==> config.mk <==
export PLATFORM = sky130hd
export DESIGN_NAME = lfsr_dr_sink
export DESIGN_NICKNAME = d
export VERILOG_FILES = /design/src/rtl/lfsr_dr_sink_pkg.sv /design/src/rtl/lfsr_dr_sink_sync.sv /design/src/rtl/lfsr_dr_sink.sv
export SDC_FILE = /design/constraint.sdc
export NUM_CORES = 1
export LEC_CHECK = 0
export ABC_AREA = 0
export BUFFER_PORTS_ARGS = -buffer_cell sky130_fd_sc_hd__buf_2
export CORE_UTILIZATION = 40
export CTS_CLUSTER_DIAMETER = 30
export DETAILED_ROUTE_END_ITERATION = 12
export PLACE_DENSITY = 0.55
export SLEW_MARGIN = 10
export SYNTH_ARGS = -nofsm -noshare
export SYNTH_HDL_FRONTEND = slang
export SYNTH_SLANG_ARGS = --single-unit
==> constraint.sdc <==
create_clock -name clk -period 4.64 [get_ports clk]
set_clock_uncertainty 0.2 [all_clocks]
set_input_delay 0.232 -clock clk [delete_from_list [all_inputs] [get_ports clk]]
set_output_delay 0.232 -clock clk [all_outputs]
set_load 0.02 [all_outputs]
==> src/rtl/lfsr_dr_sink_pkg.sv <==
// Shared types for the dual-rail sink: handshake FSM states and counter width.
package lfsr_dr_sink_pkg;

  typedef enum logic [2:0] {
    ST_IDLE = 3'd0,
    ST_RISE = 3'd1,
    ST_CAPT = 3'd2,
    ST_FALL = 3'd3,
    ST_ERR  = 3'd4
  } state_e;

  localparam int unsigned CNT_W = 16;

endpackage

==> src/rtl/lfsr_dr_sink_sync.sv <==
// N-bit multi-flop synchroniser; every bit passes STAGES flops, reset to zero.
module dr_sync_bus #(
  parameter int unsigned N      = 1,
  parameter int unsigned STAGES = 2
) (
  input  logic         clk,
  input  logic         rst_n,
  input  logic [N-1:0] d,
  output logic [N-1:0] q
);

  logic [N-1:0] stage_q [STAGES];
  logic [N-1:0] stage_d [STAGES];

  always_comb begin
    stage_d[0] = d;
    for (int unsigned i = 1; i < STAGES; i++) begin
      stage_d[i] = stage_q[i-1];
    end
  end

  always_ff @(posedge clk or negedge rst_n) begin
    if (!rst_n) begin
      for (int unsigned i = 0; i < STAGES; i++) begin
        stage_q[i] <= '0;
      end
    end else begin
      stage_q <= stage_d;
    end
  end

  assign q = stage_q[STAGES-1];

endmodule

==> src/rtl/lfsr_dr_sink.sv <==
// 4-phase RTZ master for lfsr_imp: synchronises dual-rail codewords, detects
// completion and conflicts, and buffers captured words in a valid/ready FIFO.
module lfsr_dr_sink
  import lfsr_dr_sink_pkg::*;
#(
  parameter int unsigned WIDTH       = 3,
  parameter int unsigned FIFO_DEPTH  = 4,
  parameter int unsigned SYNC_STAGES = 2,
  parameter int unsigned TIMEOUT     = 255
) (
  input  logic             clk,
  input  logic             rst_n,
  input  logic             enable,
  input  logic             clr_err,
  output logic             req,
  input  logic             ack,
  input  logic [WIDTH-1:0] d0,
  input  logic [WIDTH-1:0] d1,
  output logic             out_valid,
  input  logic             out_ready,
  output logic [WIDTH-1:0] out_data,
  output logic             err_code,
  output logic             err_tmo,
  output logic [CNT_W-1:0] word_cnt
);

  localparam int unsigned AW = $clog2(FIFO_DEPTH);
  localparam int unsigned TW = $clog2(TIMEOUT + 1);
  localparam int unsigned SW = 2 * WIDTH + 1;

  logic [SW-1:0]    sync_out;
  logic             s_ack;
  logic [WIDTH-1:0] s_d0, s_d1;

  dr_sync_bus #(.N(SW), .STAGES(SYNC_STAGES)) u_sync (
    .clk   (clk),
    .rst_n (rst_n),
    .d     ({ack, d0, d1}),
    .q     (sync_out)
  );

  assign {s_ack, s_d0, s_d1} = sync_out;

  logic complete, is_null, conflict;
  assign complete = &(s_d0 ^ s_d1);
  assign is_null  = ~|(s_d0 | s_d1);
  assign conflict = |(s_d0 & s_d1);

  state_e           state_q, state_d;
  logic             req_q, req_d;
  logic [TW-1:0]    timer_q, timer_d;
  logic             stable_q, stable_d;
  logic [WIDTH-1:0] last_q, last_d;
  logic             err_code_q, err_code_d;
  logic             err_tmo_q, err_tmo_d;
  logic [CNT_W-1:0] cnt_q, cnt_d;
  logic [AW:0]      wr_q, wr_d, rd_q, rd_d;
  logic [WIDTH-1:0] mem_q [FIFO_DEPTH];
  logic [WIDTH-1:0] mem_d [FIFO_DEPTH];

  logic fifo_empty, fifo_full, push, pop;
  logic code_hit, tmo_hit, word_ok, timed_phase;

  assign fifo_empty = (wr_q == rd_q);
  assign fifo_full  = (wr_q[AW] != rd_q[AW]) && (wr_q[AW-1:0] == rd_q[AW-1:0]);

  assign timed_phase = (state_q == ST_RISE) || (state_q == ST_FALL);
  assign code_hit    = ((state_q == ST_RISE) || (state_q == ST_CAPT)) && conflict;
  assign tmo_hit     = timed_phase && (timer_q == TW'(TIMEOUT - 1));
  // Word accepted only after two consecutive identical complete samples with ack.
  assign word_ok     = s_ack && complete && stable_q && (s_d1 == last_q);

  always_ff @(posedge clk or negedge rst_n) begin
    if (!rst_n) begin
      state_q <= ST_IDLE;
    end else begin
      state_q <= state_d;
    end
  end

  always_comb begin
    state_d = state_q;
    case (state_q)
      ST_IDLE: if (enable && !fifo_full && !s_ack && is_null) state_d = ST_RISE;
      ST_RISE: begin
        if (code_hit)     state_d = ST_ERR;
        else if (word_ok) state_d = ST_CAPT;
        else if (tmo_hit) state_d = ST_ERR;
      end
      ST_CAPT: state_d = code_hit ? ST_ERR : ST_FALL;
      ST_FALL: begin
        if (tmo_hit)                 state_d = ST_ERR;
        else if (!s_ack && is_null)  state_d = ST_IDLE;
      end
      ST_ERR:  if (clr_err) state_d = ST_FALL;
      default: state_d = ST_IDLE;
    endcase
  end

  always_comb begin
    req_d      = (state_d == ST_RISE) || (state_d == ST_CAPT);
    push       = (state_q == ST_CAPT) && !conflict;
    pop        = !fifo_empty && out_ready;
    wr_d       = push ? wr_q + 1'b1 : wr_q;
    rd_d       = pop  ? rd_q + 1'b1 : rd_q;
    cnt_d      = push ? cnt_q + 1'b1 : cnt_q;
    mem_d      = mem_q;
    if (push) mem_d[wr_q[AW-1:0]] = s_d1;
    err_code_d = code_hit ? 1'b1 : (clr_err ? 1'b0 : err_code_q);
    err_tmo_d  = tmo_hit  ? 1'b1 : (clr_err ? 1'b0 : err_tmo_q);
    stable_d   = (state_q == ST_RISE) && s_ack && complete;
    last_d     = s_d1;
    if (state_d != state_q) timer_d = '0;
    else if (timed_phase)   timer_d = timer_q + 1'b1;
    else                    timer_d = '0;
  end

  always_ff @(posedge clk or negedge rst_n) begin
    if (!rst_n) begin
      req_q      <= 1'b0;
      timer_q    <= '0;
      stable_q   <= 1'b0;
      last_q     <= '0;
      err_code_q <= 1'b0;
      err_tmo_q  <= 1'b0;
      cnt_q      <= '0;
      wr_q       <= '0;
      rd_q       <= '0;
      for (int unsigned i = 0; i < FIFO_DEPTH; i++) begin
        mem_q[i] <= '0;
      end
    end else begin
      req_q      <= req_d;
      timer_q    <= timer_d;
      stable_q   <= stable_d;
      last_q     <= last_d;
      err_code_q <= err_code_d;
      err_tmo_q  <= err_tmo_d;
      cnt_q      <= cnt_d;
      wr_q       <= wr_d;
      rd_q       <= rd_d;
      mem_q      <= mem_d;
    end
  end

  assign req       = req_q;
  assign out_valid = !fifo_empty;
  assign out_data  = mem_q[rd_q[AW-1:0]];
  assign err_code  = err_code_q;
  assign err_tmo   = err_tmo_q;
  assign word_cnt  = cnt_q;

endmodule

==> Word level (Yosys, flattened, before mapping) <==
Cells that the tools add are included.
W data, S select, Z words.
{ "totals": {"n_memories": 0, "regBits": 66, "word_cells": 89, "in_bits": 12, "mem_bits_ro": 0, "mem_bits_rw": 0, "latchBits": 0} }
{ "classes": {"reduce_logical": 29, "magnitude_cmp": 3, "add_sub_neg": 4, "eq_ne": 12, "n_mul": 0, "div_mod_pow": 0, "n_shift": 0, "n_bitwise": 5, "n_mux": 20} }
{ "op_table": {"columns": ["cell", "n"], "rows": [
  ["$mux W3", 11],
  ["$add A16 B1 Y16 const B", 1],
  ["$mux W8", 2],
  ["$logic_and A1 B1 Y1", 15],
  ["$pmux W3 S5", 1],
  ["$bwmux W12", 1],
  ["$eq A3 B2 Y1 const B", 3],
  ["$add A8 B1 Y8 const B", 1],
  ["$eq A8 B8 Y1 const B", 1],
  ["$add A3 B1 Y3 const B", 2],
  ["$bmux W3 S2", 1],
  ["$demux W3 S2", 1],
  ["$eq A3 B1 Y1 const B", 2],
  ["$eq A3 B3 Y1", 2],
  ["$ge A3 B3 Y1 const B", 2],
  ["$not A2 Y3", 2],
  ["$reduce_or A3 Y1", 2],
  ["$logic_not A1 Y1", 5],
  ["$reduce_bool A2 Y1", 2],
  ["$and A3 B3 Y3", 1],
  ["$eq A3 B3 Y1 const B", 1],
  ["$logic_not A3 Y1", 1],
  ["$logic_or A1 B1 Y1", 3],
  ["$lt A3 B1 Y1 const B", 1],
  ["other kinds (7)", 9]
]} }

==> Logic depth before layout (Yosys ltp) <==
{ "depth": {"depth_word": 10, "mapped_depth": 6} }

==> Cells and area by module <==
From an unflattened synthesis, not the netlist that was laid out.
{ "hier_totals": {"hier_cells": 232, "area_unflattened_um2": 2965.3} }
{ "modules_own_cells": {"columns": ["module", "n_inst", "cells_each", "area_each_um2"], "rows": [
  ["lfsr_dr_sink", 1, 218, 2615.0],
  ["dr_sync_bus", 1, 14, 350.3]
]} }

==> Worst setup path before layout <==
OpenSTA, ideal clock, no wires.
{ "synth_path": {"path_kind": "reg-to-reg", "startpoint": "register u_sync.stage_q, in the netlist u_sync.q[1]", "endpoint": "register mem_q[6] (netlist bit)", "slack_ns": 2.698, "t_arrival_ns": 1.617, "required_ns": 4.315, "path_stages_with_launch": 7, "n_path_buf": 1, "path_cell_list": "dfrtp_1 > ha_1 > nor3_4 > and2_4 > buf_6 > nand2_4 > mux2_4"} }
{ "synth_between": {"elab_chain_len": 4} }
{ "synth_rtl": {"columns": ["element", "line_no", "rtl"], "rows": [
  ["from (decl)", "lfsr_dr_sink_sync.sv:12", "logic [N-1:0] stage_q [STAGES];"],
  ["from (signal assigned)", "lfsr_dr_sink_sync.sv:28", "stage_q <= stage_d;"],
  ["$and A3 B3 Y3", "lfsr_dr_sink.sv:47", "assign conflict = |(s_d0 & s_d1);"],
  ["$reduce_or A3 Y1", "lfsr_dr_sink.sv:47", null],
  ["$logic_not A1 Y1", "lfsr_dr_sink.sv:102", "push = (state_q == ST_CAPT) && !conflict;"],
  ["$logic_and A1 B1 Y1", "lfsr_dr_sink.sv:102", null],
  ["to (signal assigned)", "lfsr_dr_sink.sv:142", "mem_q <= mem_d;"],
  ["to (decl)", "lfsr_dr_sink.sv:58", "logic [WIDTH-1:0] mem_q [FIFO_DEPTH];"]
]} }
No other way between the ends.
A chain may end at the register's enable or synchronous reset.

==> Final worst setup path <==
{ "layout_path": {"startpoint": "register u_sync.stage_q, in the netlist u_sync.q[1]", "endpoint": "register mem_q[0] (netlist bit)"} }
Same word-level chain as after synthesis.

==> impl_metrics.toml <==
[outcome]
status = "finished clean"

[timing]
tightestPinTransition_ns = 0.640
fin_crit_ns = 2.13
finalSetupTns_ns = 0
fin_crit_sh_pct = 46.0
grt_setup_unrepaired = "false"
setup_violations = 0
maxSlewHeadroom_pct = 57.3
hold_violations = 0
slew_violations = 0
max_freq_ghz = 0.469

[cells_and_area]
n_antenna_cell = 0
fin_area_mm2 = 0.00354
syn2layout_area_growth_pct = 19.3
regArea_mm2 = 0.00165
num-nets-final = 310
multi_input_area_mm2 = 0.00123
fill_cells = 697
drive_gt1_share_pct = 27.3

[routing]
routed_wl_um = 5080
drt_iter0_drc = 46
drt_drc_violations_left = 0
num_vias = 1833
ant_nets = 0
firstDrtPassIters = 4
via_per_inst = 4.72
avgRoutedWirePerCell_um = 13.1

[critical_path]
cp_data_arrival_time_ns = 2.17
crit_buf_inv = 0
path_cells = "ha_1, nor3_4, and2_4, nand2_1, mux2_2"
crit_type = "reg2reg"
crit_fanout = 12
path_delay_family = "simple AND/OR/NAND/NOR gates"
reg2reg_slack_ns = 2.51
endpoint_kind = "flop"
rr_startpoint = "u_sync.q[1]"
r2r_end = "mem_q[0]"
required_ns = 4.68
crit_path_start_kind = "flop"
worst_path_largest_cell_delay_ns = 0.48
reg2regPathDepth = 5
slowest_stage = "dfrtp_1"

[synth]
synth_top_area_share_pct = 55.7
syn_area_mm2 = 0.00296
yosys.area.top_type = "dfrtp_1"
synth_cell_types = 39
synth_async_sr_flop_share_pct = 100
synth_area_leaders = "dfrtp_1, xnor2_1, ha_1, mux2_2, mux2_4"
syn_inst = 232
synth_edf_count = 0
syn_area_per_cell_um2 = 12.8
ys.warnings.count = 0
syn_nets = 258
synth_flop_cell = "dfrtp_1"
yosysSeqAreaShare_pct = 55.7
ys_ff_latch = 66

[clock_tree]
clk_latency_ns = 0.35
cts_buffer_depth = 2
cts.sinks = 66
clock-root-buffer = "clkbuf_8"
cts_buffers = 9
htreeDepth = 3
path_clk_slew_ns = 0.08
cts_tree = "built"
cts_resized = 0

[global_routing]
grt_first_pass_wirelength_um = 8670
gr-total-overflow = 0
antenna_found_initial = 0
groute.usage.overall_pct = 15.1
grt_pass1_vias = 1793
grt_max_degree = 53

[die]
dieArea_mm2 = 0.00776
start_util_pct = 41.1
chipHeight_um = 88.1
rows = 31
dieWidth_um = 88.1
core_mm2 = 0.00721
io_pins = 35

[place]
hpwl_um = 3590
portBuffers = 34
gp_congestion = 0.763
post_dp_cell_area_mm2 = 0.00323

[pwr]
ir_drop_mv = 0.232
power_density_mw_per_mm2 = 466
cellLeakagePower_nw = 1.71

[flow_run]
max-cap-violations = 0

[worst_hold_path]
min_path_type = "in2async"
==> worst max path at each step <==
stage,from,endpoint,slack (ns),cells past startpoint
after global routing,u_sync.q[1],mem_q[1],2.37,5
final,u_sync.q[1],mem_q[0],2.51,5
after detailed placement,u_sync.q[1],mem_q[1],2.49,5
after CTS,u_sync.q[1],mem_q[0],2.47,5
after floorplan,u_sync.q[1],mem_q[6],2.70,6
after global placement,u_sync.q[0],mem_q[0],2.56,5
==> power by group <==
part | internal, W | switching (W)
Sequential | 0.000671 | 0.000104
Combinational | 0.000204 | 0.000183
Clock | 0.000262 | 0.000224
Total | 0.00114 | 0.000511
==> state kept, by name, indices dropped and copies added (netlist names), 3 cells and up <==
signal,cells
last_q,3
mem_q,12
rd_q,3
state_q,3
timer_q,8
u_sync.q,7
u_sync.stage_d,7
word_cnt,16
wr_q,3
==> logic make-up after synthesis <==
| kind of cell | synth area share (%) |
|---|---|
| and+or+nand+nor | 14.9 |
| DFF | 55.7 |
| xor gates and xnor gates | 9.46 |
| buffers and inverters | 2.74 |
| muxes | 8.36 |
| adders and majority gates | 5.91 |
| AOI/OAI and AO/OA | 2.83 |
==> repair_timing <==
item / CTS / global route
hold endpoints to repair: 25 / 0
buffers inserted: 0 / 0
hold buffers: 10 / 0
==> layout make-up <==
type	count	area share, %
tap	99	3.50
clock buffer	10	3.89
clock inverter	6	1.88
timing repair buffer	45	7.86
inverter	13	1.38
sequential	66	46.7
multi-input combinational	149	34.8
==> worst reg2reg max path, stage by stage (launching register included) <==
cell,delay (ns)
dfrtp_1,0.48
ha_1,0.28
nor3_4,0.29
and2_4,0.32
nand2_1,0.16
mux2_2,0.30
==> metrics by stage <==
step	worst slack (ns)	cells	total power [W]	utilization, %	hold slack (ns)
floorplan	2.70	232	0.00107	-	-0.264
detailed placement	2.49	362	0.00118	44.8	-0.0409
global placement	2.56	362	0.00117	44.8	-0.0417
CTS	2.47	388	0.00168	49.0	0.107
finish	2.51	388	0.00165	49.0	0.103
global route	2.37	388	0.00175	49.0	0.133
==> Yosys cell counts (3+ instances only) <==
library cell,number
inv_1,13
and4_1,3
o21ai_0,4
nand2_1,17
dfrtp_1,66
nor2_1,13
xor2_1,9
o211ai_1,3
mux4_2,3
nor3_1,5
mux2_2,8
ha_1,14
xnor2_1,23
nand4_1,5
nand3_1,8
mux2_4,6
==> metal layers <==
layer	wire (um)	up-vias	GRT usage, %	share of wire [%]
met5	0	-	0	0
met4	97	0	7.48	1.9
met3	163	10	4.81	3.2
met2	2360	26	23.3	46
met1	2470	903	19.3	49
li1	-	894	-	-
==> layout by cell type, fill, tap and decap left out, types with 9 or more instances in the layout <==
master / instances
dfrtp_1: 66
buf_2: 34
xnor2_1: 23
nand2_1: 17
ha_1: 14
inv_1: 13
nor2_1: 13
clkbuf_8: 10
dlygate4sd3_1: 10
xor2_1: 9
Power figures use the tool's default switching activity.
